### src/rtl/imem_loader_pkg.sv
// imem_loader_pkg: shared types for the instruction-memory program loader.
//   state_t : controller states (IDLE, LOAD, SETTLE, RUN, HALT)
//   err_t   : sticky error code reported on the error port
package imem_loader_pkg;

  typedef enum logic [2:0] {
    IDLE,
    LOAD,
    SETTLE,
    RUN,
    HALT
  } state_t;

  typedef logic [1:0] err_t;

  localparam err_t ERR_NONE = 2'd0;
  localparam err_t ERR_LEN  = 2'd1;
  localparam err_t ERR_WDOG = 2'd2;

endpackage

### src/rtl/imem_loader.sv
// imem_loader: program-load-and-run controller.
// Accepts a byte stream (in_data/in_valid/in_ready), writes it to the
// instruction memory write port (mem_we/mem_addr/mem_wdata), then runs the
// processor (pc_enable) until pc_output hits stop_pc or the run-cycle
// watchdog expires.
//   clk, rst_n          : clock, asynchronous active-low reset
//   start, abort        : launch a load (samples length/stop_pc/max_cycles),
//                         force return to IDLE
//   length              : bytes to load, legal 1..DEPTH
//   stop_pc, pc_output  : halt target and processor's current PC
//   max_cycles          : run-cycle limit, 0 disables the watchdog
//   in_data/valid/ready : byte stream handshake
//   mem_we/addr/wdata   : registered memory write port (one-cycle latency)
//   pc_enable           : processor run enable
//   busy, done, error   : status (done and error are sticky)
module imem_loader
  import imem_loader_pkg::*;
#(
  parameter int unsigned ADDR_W = 32,
  parameter int unsigned BYTE_W = 8,
  parameter int unsigned DEPTH  = 256,
  parameter int unsigned PC_W   = 32,
  parameter int unsigned WDOG_W = 16
) (
  input  logic              clk,
  input  logic              rst_n,
  input  logic              start,
  input  logic              abort,
  input  logic [ADDR_W-1:0] length,
  input  logic [PC_W-1:0]   stop_pc,
  input  logic [WDOG_W-1:0] max_cycles,
  input  logic [BYTE_W-1:0] in_data,
  input  logic              in_valid,
  output logic              in_ready,
  output logic              mem_we,
  output logic [ADDR_W-1:0] mem_addr,
  output logic [BYTE_W-1:0] mem_wdata,
  input  logic [PC_W-1:0]   pc_output,
  output logic              pc_enable,
  output logic              busy,
  output logic              done,
  output logic [1:0]        error
);

  state_t              state_q,      state_d;
  logic                in_ready_q,   in_ready_d;
  logic                mem_we_q,     mem_we_d;
  logic [ADDR_W-1:0]   mem_addr_q,   mem_addr_d;
  logic [BYTE_W-1:0]   mem_wdata_q,  mem_wdata_d;
  logic                pc_enable_q,  pc_enable_d;
  logic                done_q,       done_d;
  err_t                error_q,      error_d;
  logic [ADDR_W-1:0]   cnt_q,        cnt_d;
  logic [ADDR_W-1:0]   len_q,        len_d;
  logic [PC_W-1:0]     stop_pc_q,    stop_pc_d;
  logic [WDOG_W-1:0]   max_cycles_q, max_cycles_d;
  logic [WDOG_W-1:0]   wdog_q,       wdog_d;

  always_comb begin
    state_d      = state_q;
    in_ready_d   = in_ready_q;
    mem_we_d     = 1'b0;
    mem_addr_d   = mem_addr_q;
    mem_wdata_d  = mem_wdata_q;
    pc_enable_d  = pc_enable_q;
    done_d       = done_q;
    error_d      = error_q;
    cnt_d        = cnt_q;
    len_d        = len_q;
    stop_pc_d    = stop_pc_q;
    max_cycles_d = max_cycles_q;
    wdog_d       = wdog_q;

    if (abort) begin
      // done/error deliberately retained across abort
      state_d     = IDLE;
      in_ready_d  = 1'b0;
      pc_enable_d = 1'b0;
    end else begin
      case (state_q)
        IDLE, HALT: begin
          if (start) begin
            done_d       = 1'b0;
            len_d        = length;
            stop_pc_d    = stop_pc;
            max_cycles_d = max_cycles;
            if (length == '0 || length > ADDR_W'(DEPTH)) begin
              error_d = ERR_LEN;
              state_d = IDLE;
            end else begin
              error_d    = ERR_NONE;
              cnt_d      = '0;
              in_ready_d = 1'b1;
              state_d    = LOAD;
            end
          end
        end

        LOAD: begin
          if (in_valid && in_ready_q) begin
            mem_we_d    = 1'b1;
            mem_addr_d  = cnt_q;
            mem_wdata_d = in_data;
            cnt_d       = cnt_q + ADDR_W'(1);
            if (cnt_q == len_q - ADDR_W'(1)) begin
              in_ready_d = 1'b0;
              state_d    = SETTLE;
            end
          end
        end

        // The last write is on the port while in SETTLE; leaving SETTLE
        // registers mem_we=0 with pc_enable still 0, so the first RUN cycle
        // is the guaranteed quiet cycle before the processor starts.
        SETTLE: begin
          state_d = RUN;
          wdog_d  = '0;
        end

        RUN: begin
          if (pc_output == stop_pc_q) begin
            // stop-PC match takes priority over a simultaneous watchdog expiry
            pc_enable_d = 1'b0;
            done_d      = 1'b1;
            state_d     = HALT;
          end else if (pc_enable_q && max_cycles_q != '0 &&
                       (wdog_q + WDOG_W'(1)) == max_cycles_q) begin
            pc_enable_d = 1'b0;
            error_d     = ERR_WDOG;
            state_d     = HALT;
          end else begin
            pc_enable_d = 1'b1;
            // count only cycles in which the processor was actually enabled
            if (pc_enable_q) begin
              wdog_d = wdog_q + WDOG_W'(1);
            end
          end
        end

        default: state_d = IDLE;
      endcase
    end
  end

  always_ff @(posedge clk or negedge rst_n) begin
    if (!rst_n) begin
      state_q      <= IDLE;
      in_ready_q   <= 1'b0;
      mem_we_q     <= 1'b0;
      mem_addr_q   <= '0;
      mem_wdata_q  <= '0;
      pc_enable_q  <= 1'b0;
      done_q       <= 1'b0;
      error_q      <= ERR_NONE;
      cnt_q        <= '0;
      len_q        <= '0;
      stop_pc_q    <= '0;
      max_cycles_q <= '0;
      wdog_q       <= '0;
    end else begin
      state_q      <= state_d;
      in_ready_q   <= in_ready_d;
      mem_we_q     <= mem_we_d;
      mem_addr_q   <= mem_addr_d;
      mem_wdata_q  <= mem_wdata_d;
      pc_enable_q  <= pc_enable_d;
      done_q       <= done_d;
      error_q      <= error_d;
      cnt_q        <= cnt_d;
      len_q        <= len_d;
      stop_pc_q    <= stop_pc_d;
      max_cycles_q <= max_cycles_d;
      wdog_q       <= wdog_d;
    end
  end

  assign in_ready  = in_ready_q;
  assign mem_we    = mem_we_q;
  assign mem_addr  = mem_addr_q;
  assign mem_wdata = mem_wdata_q;
  assign pc_enable = pc_enable_q;
  assign done      = done_q;
  assign error     = error_q;
  assign busy      = (state_q == LOAD) || (state_q == SETTLE) || (state_q == RUN);

endmodule
### config.mk
export PLATFORM = sky130hd
export DESIGN_NAME = imem_loader
export DESIGN_NICKNAME = d
export VERILOG_FILES = /design/src/rtl/imem_loader_pkg.sv /design/src/rtl/imem_loader.sv
export SDC_FILE = /design/constraint.sdc
export NUM_CORES = 1
export LEC_CHECK = 0
export CAP_MARGIN = 20
export CORE_MARGIN = 2
export CORE_UTILIZATION = 30
export CTS_BUF_LIST = sky130_fd_sc_hd__clkbuf_16
export DETAILED_ROUTE_END_ITERATION = 7
export GPL_TIMING_DRIVEN = 1
export PLACE_DENSITY = 0.5
export SLEW_MARGIN = 20
export SYNTH_ARGS = -nofsm -noshare
export SYNTH_HDL_FRONTEND = slang
export SYNTH_SLANG_ARGS = --single-unit
### constraint.sdc
create_clock -name clk -period 8.5 [get_ports clk]
set_input_delay 1.275 -clock clk [delete_from_list [all_inputs] [get_ports clk]]
set_output_delay 1.275 -clock clk [all_outputs]
set_load 0.02 [all_outputs]
==> metrics.yaml, run 1 <==
logic_synthesis:
  synth_area_leaders: "dfrtp_1, nand2_1, xor2_1"
  ys_seq_area_frac: 0.471
  synth_cells: 1117
  yosysTopAreaCell: "dfrtp_1"
  netlist_area_sq_um: 9400
  yosysUniqueCellTypes: 64
  synth-seq-cells: 177
  yosysWarnings: 0
  synthFlopType: "dfrtp_1"
  synth_area_per_cell_sq_um: 8.42
  synth_edf_count: 0
  synth_top_area_share: 0.471
  syn_nets: 1245
  async_flop_share: 1.00
sta:
  fin_crit_sh: 0.569
  fmax_mhz: 207
  slew_headroom: 0.330
  skew_ps: 12.7
  hold_violations: 0
  worst_pin_slew_ps: 996
  slew_violations: 0
  rsz0062_at_grt: "false"
  finalSetupTns_ps: 0
  period_minus_slack_ps: 4830
  setup_viol: 0
  hold_ws_ps: 474
worst_setup_path:
  arrival_ps: 5140
  worstSetupPathType: "primary input to register"
  cp.required_ps: 8810
  cp_max_fo: 34
  path_buf_inv: 2
  cp_cell_sequence: "clkdlybuf4s50_1 > nor4_1 > nand2_1 > a2111oi_0 > and2_1 > buf_4 > o2111ai_1 > nor4_1 > xnor2_1 > nor2_1"
  slowest_stage: "a2111oi_0"
  end_kind: "register"
  path_common_cell: "nor4_1"
  start_kind: "primary input"
  path_delay_family: "simple AND/OR/NAND/NOR gates"
  cpPeakStageDelay_ps: 880
final_layout:
  drive_above_1_share: 0.0448
  stdcell_count: 1668
  area_growth_syn_to_layout_pct: 28.3
  diodes: 0
  final_nets: 1387
  fillers: 3166
clock_network:
  cts_root_buffer: "clkbuf_16"
  clk_pin_slew_ps: 60
  cts_hold_buf: 0
  cts-buffers-inserted: 17
  clock-sinks: 177
  clockBufferDepth: 2
  post_cts_buffers: 0
  cts-htree-levels: 4
  cts_resized: 0
  clk-insertion-delay-late_ps: 450
  cts_tree: "done"
routing:
  drtIter0Drc: 468
  drc: 0
  drt-total-wl_mm: 27.3
  routedWlPerCell_um: 16.3
  first_pass_iters: 4
  vias: 8175
  ant_nets: 0
  viasPerCell: 4.90
grt:
  grt_max_degree: 84
  grt_pass1_vias: 8176
  antenna_found_initial: 0
  grt.overflow.total: 0
  grt.total_usage: 0.171
  grt_pass1_wl_mm: 44.9
floorplan:
  rows: 64
  start_util: 0.306
  die_h_um: 181
  die_area_sq_um: 32800
  io_pins: 172
  die_w_um: 181
  core_area_sq_um: 30700
place:
  dp.cells: 1635
  place_hpwl_mm: 19.7
  portBuffers: 171
  gp_congestion: 0.816
min_path:
  hold_path.class: "register to register"
run_status:
  status: "finished clean"
power_and_ir_drop:
  total_power_w: 0.00202
  power.leakage_nw: 5.35
  vdd.ir_drop.worst_uv: 132
  cellPowerDensity_nw_per_um2: 168
job:
  drv_cap: 0
## routing by layer
layer	GRT usage	routed length [um]	vias to the layer above
met2	0.258	12200	158
met5	0	0	-
met3	0.0395	1330	21
met4	0.0416	278	0
met1	0.248	13500	3926
li1	-	-	4070
## where the power goes
group / switching (W) / total, W / internal [W]
Combinational: 0.000143 / 0.000285 / 0.000141
Clock: 0.000352 / 0.000783 / 0.000431
Sequential: 0.0000624 / 0.000954 / 0.000892
Total: 0.000558 / 0.00202 / 0.00146
## final timing paths
| kind | startpoint | end | slack [ps] | depth (start not counted) |
|---|---|---|---|---|
| worst max-delay path | length[26] | cnt_q[31]$_DFFE_PN0P_ | 3670 | 10 |
| worst min-delay path | mem_addr[18]$_DFFE_PN0P_ | mem_addr[18]$_DFFE_PN0P_ | 470 | 2 |
| worst max register to register | wdog_q[0]$_DFFE_PN0P_ | error[0]$_DFFE_PN0P_ | 4740 | 9 |
| worst min register to register | mem_addr[18]$_DFFE_PN0P_ | mem_addr[18]$_DFFE_PN0P_ | 470 | 2 |
| max in group asynchronous | rst_n | wdog_q[3]$_DFFE_PN0P_ | 6450 | 2 |
| min in group asynchronous | rst_n | mem_addr[2]$_DFFE_PN0P_ | 770 | 1 |
## synth_stat cells (4+ instances only)
cell type	number
a21oi_1	16
a31oi_1	11
and3_1	8
clkbuf_1	54
dfrtp_1	177
inv_1	16
mux2i_1	5
nand2_1	381
nand2b_1	4
nand3_1	27
nand3b_1	4
nand4_1	19
nor2_1	58
nor2b_1	8
nor3_1	23
nor4_1	40
o211ai_1	4
o21ai_0	46
o31ai_1	11
or3_1	16
or4_1	8
xnor2_1	49
xor2_1	61
## per-stage QoR
| step | utilization | instance area (sq um) | setup slack (ps) |
|---|---|---|---|
| global route | 0.392 | 12100 | 3200 |
| finish | 0.392 | 12100 | 3670 |
| CTS | 0.391 | 12000 | 3610 |
| detailed placement | 0.373 | 11500 | 3150 |
| global placement | 0.373 | 11500 | 3210 |
| floorplan | - | 9400 | 4750 |
## layout by cell type, fill, tap and decap left out, types with 11 or more instances in the layout
master | netlist | layout
inv_1 | 16 | 18
o31ai_1 | 11 | 11
nor3_1 | 23 | 23
or3_1 | 16 | 16
nand3_1 | 27 | 26
a21oi_1 | 16 | 16
dfrtp_1 | 177 | 177
nor4_1 | 40 | 40
nand4_1 | 19 | 19
clkbuf_16 | 0 | 17
o21ai_0 | 46 | 46
xor2_1 | 61 | 61
clkdlybuf4s50_1 | 0 | 170
a31oi_1 | 11 | 11
nand2_1 | 381 | 381
xnor2_1 | 49 | 49
nor2_1 | 58 | 57
## registers in the layout (all words and copies together) (netlist names)
register,count
cnt_q,32
len_q,32
mem_addr,32
stop_pc_q,32
max_cycles_q,16
wdog_q,16
mem_wdata,8
state_q,3
error,2
done,1
in_ready,1
mem_we,1
pc_enable,1
## worst reg2reg max path: stages (launching register included)
cell and delay [ps]:
dfrtp_1 460, ha_1 290, nand3_1 310, nor3_1 670, xnor2_1 180, nor4_1 380, nand4_1 310, or2_2 400
nor4_1 440, o22ai_1 170
## cell type report
cell class	count	area [sq um]	area share
clock buffer	17	425	0.0353
clock inverter	15	144	0.0119
timing repair buffer	180	1800	0.149
sequential	177	4430	0.367
multi-input combinational	866	4710	0.390
tap	396	495	0.0411
inverter	17	63.8	0.00529
## kinds of logic after synthesis
group | Yosys count | share of synthesized area
AOI/OAI and AO/OA | 122 | 0.0829
xor gates and xnor gates | 110 | 0.102
adders and majority gates | 3 | 0.00399
buffers and inverters | 74 | 0.0313
DFF | 177 | 0.471
muxes | 7 | 0.00772
and+or+nand+nor | 624 | 0.301
(Power assumes the default switching activity.)
==> run 2, diff against run 1 <==
PLACE_DENSITY = 0.51   (was 0.5)
clock period = 4 ns   (was 8.5 ns; I/O delays follow)
==> metrics.yaml, run 2 (same netlist as run 1, synthesis figures left out) <==
sta:
  fin_crit_sh: 0.882
  slew_violations: 0
  hold_violations: 0
  rsz0062_at_grt: "false"
  worst_pin_slew_ps: 833
  setup_viol: 0
  finalSetupTns_ps: 0
  skew_ps: 15.2
  period_minus_slack_ps: 3530
  fmax_mhz: 283
  slew_headroom: 0.445
place:
  dp.cells: 1648
  portBuffers: 171
  place_hpwl_mm: 19.6
  gp_congestion: 0.844
final_layout:
  fin_util: 0.394
  stdcell_count: 1680
  area_growth_syn_to_layout_pct: 28.9
  diodes: 0
  final_common_cell: "nand2_1"
  final_nets: 1399
  mostFrequentLayoutCells: "nand2_1, dfrtp_1, clkdlybuf4s50_1"
  drive_above_1_share: 0.0561
clock_network:
  clk-insertion-delay-late_ps: 440
  cts_hold_buf: 0
  cts_root_buffer: "clkbuf_16"
  clk_pin_slew_ps: 80
  cts_tree: "done"
  post_cts_buffers: 0
  cts-htree-levels: 4
  cts-buffers-inserted: 17
  cts_resized: 0
  clockBufferDepth: 2
  clock-sinks: 177
grt:
  grt_max_degree: 84
  grt_pass1_vias: 8156
  grt_pass1_wl_mm: 44.6
  grt.total_usage: 0.169
  antenna_found_initial: 1
  grt.overflow.total: 0
routing:
  routedWlPerCell_um: 16.0
  drt-total-wl_mm: 26.9
  viasPerCell: 4.85
  first_pass_iters: 5
  vias: 8143
  ant_nets: 0
  drc: 0
  drtIter0Drc: 532
worst_setup_path:
  cp_cell_sequence: "or4_4 > or4_4 > or3_4 > or4_4 > o21ai_2 > nand4_1 > or4_1 > o211ai_2"
  cpPeakStageDelay_ps: 620
  path_common_cell: "or4_4"
  cp.required_ps: 4360
  path_buf_inv: 0
  arrival_ps: 3890
  slowest_stage: "or4_4"
  path_delay_family: "simple AND/OR/NAND/NOR gates"
  worstSetupPathType: "register to register"
  start_kind: "register"
  cp_max_fo: 9
  end_kind: "register"
min_path:
  hold_path.class: "primary input to async pin"
floorplan:
  die_w_um: 181
  io_pins: 172
  rows: 64
  core_area_sq_um: 30700
  start_util: 0.306
  die_area_sq_um: 32800
  die_h_um: 181
power_and_ir_drop:
  power.leakage_nw: 5.39
  cellPowerDensity_nw_per_um2: 350
  vdd.ir_drop.worst_uv: 275
job:
  drv_cap: 0
run_status:
  status: "finished clean"
## run 2: area by class of cell
cell class                      count  area [sq um]
Timing Repair Buffer              192          1880
Multi-Input combinational cell    866          4690
Inverter                           17          63.8
Sequential cell                   177          4430
Tap cell                          396           495
Clock buffer                       17           425
Clock inverter                     15           130
Fill cell                        3175         18600
## run 2: final timing paths
check,slack [ps],from,endpoint,cells past startpoint
setup / recovery,470,len_q[4]$_DFFE_PN0P_,state_q[1]$_DFFE_PN0P_,8
hold / removal,190,rst_n,mem_we$_DFF_PN0_,1
setup reg to reg,470,len_q[4]$_DFFE_PN0P_,state_q[1]$_DFFE_PN0P_,8
hold reg to reg,470,mem_addr[25]$_DFFE_PN0P_,mem_addr[25]$_DFFE_PN0P_,2
max in group asynchronous,2870,rst_n,stop_pc_q[18]$_DFFE_PN0P_,2
min in group clk,470,mem_addr[25]$_DFFE_PN0P_,mem_addr[25]$_DFFE_PN0P_,2
## run 2: through the flow
stage / worst slack, ps / total power [W] / hold WS, ps / instance area (sq um)
after floorplan: 551 / 0.00238 / 304 / 9400
after global placement: 533 / 0.00267 / 459 / 11600
after detailed placement: 487 / 0.00267 / 462 / 11600
after CTS: 464 / 0.00430 / 231 / 12100
after global routing: 363 / 0.00448 / 251 / 12100
final: 470 / 0.00425 / 194 / 12100
## run 2: where the power goes
part	switching, W	leakage, nW	internal [W]
Sequential	0.000129	2.34	0.00189
Combinational	0.000312	2.78	0.000304
Clock	0.000790	0.273	0.000816
## run 2: layer usage
layer,part of all wire,track usage
met1,0.51,0.251
met5,0.00041,0
met3,0.043,0.0341
met2,0.44,0.250
met4,0.014,0.0449
## run 2: worst register-to-register path: cells and delay by family (launching register included)
family	cells	cell delay [ps]
flip-flops	1	460
AND/OR/NAND/NOR	6	2690
AO/OA/AOI/OAI	2	290
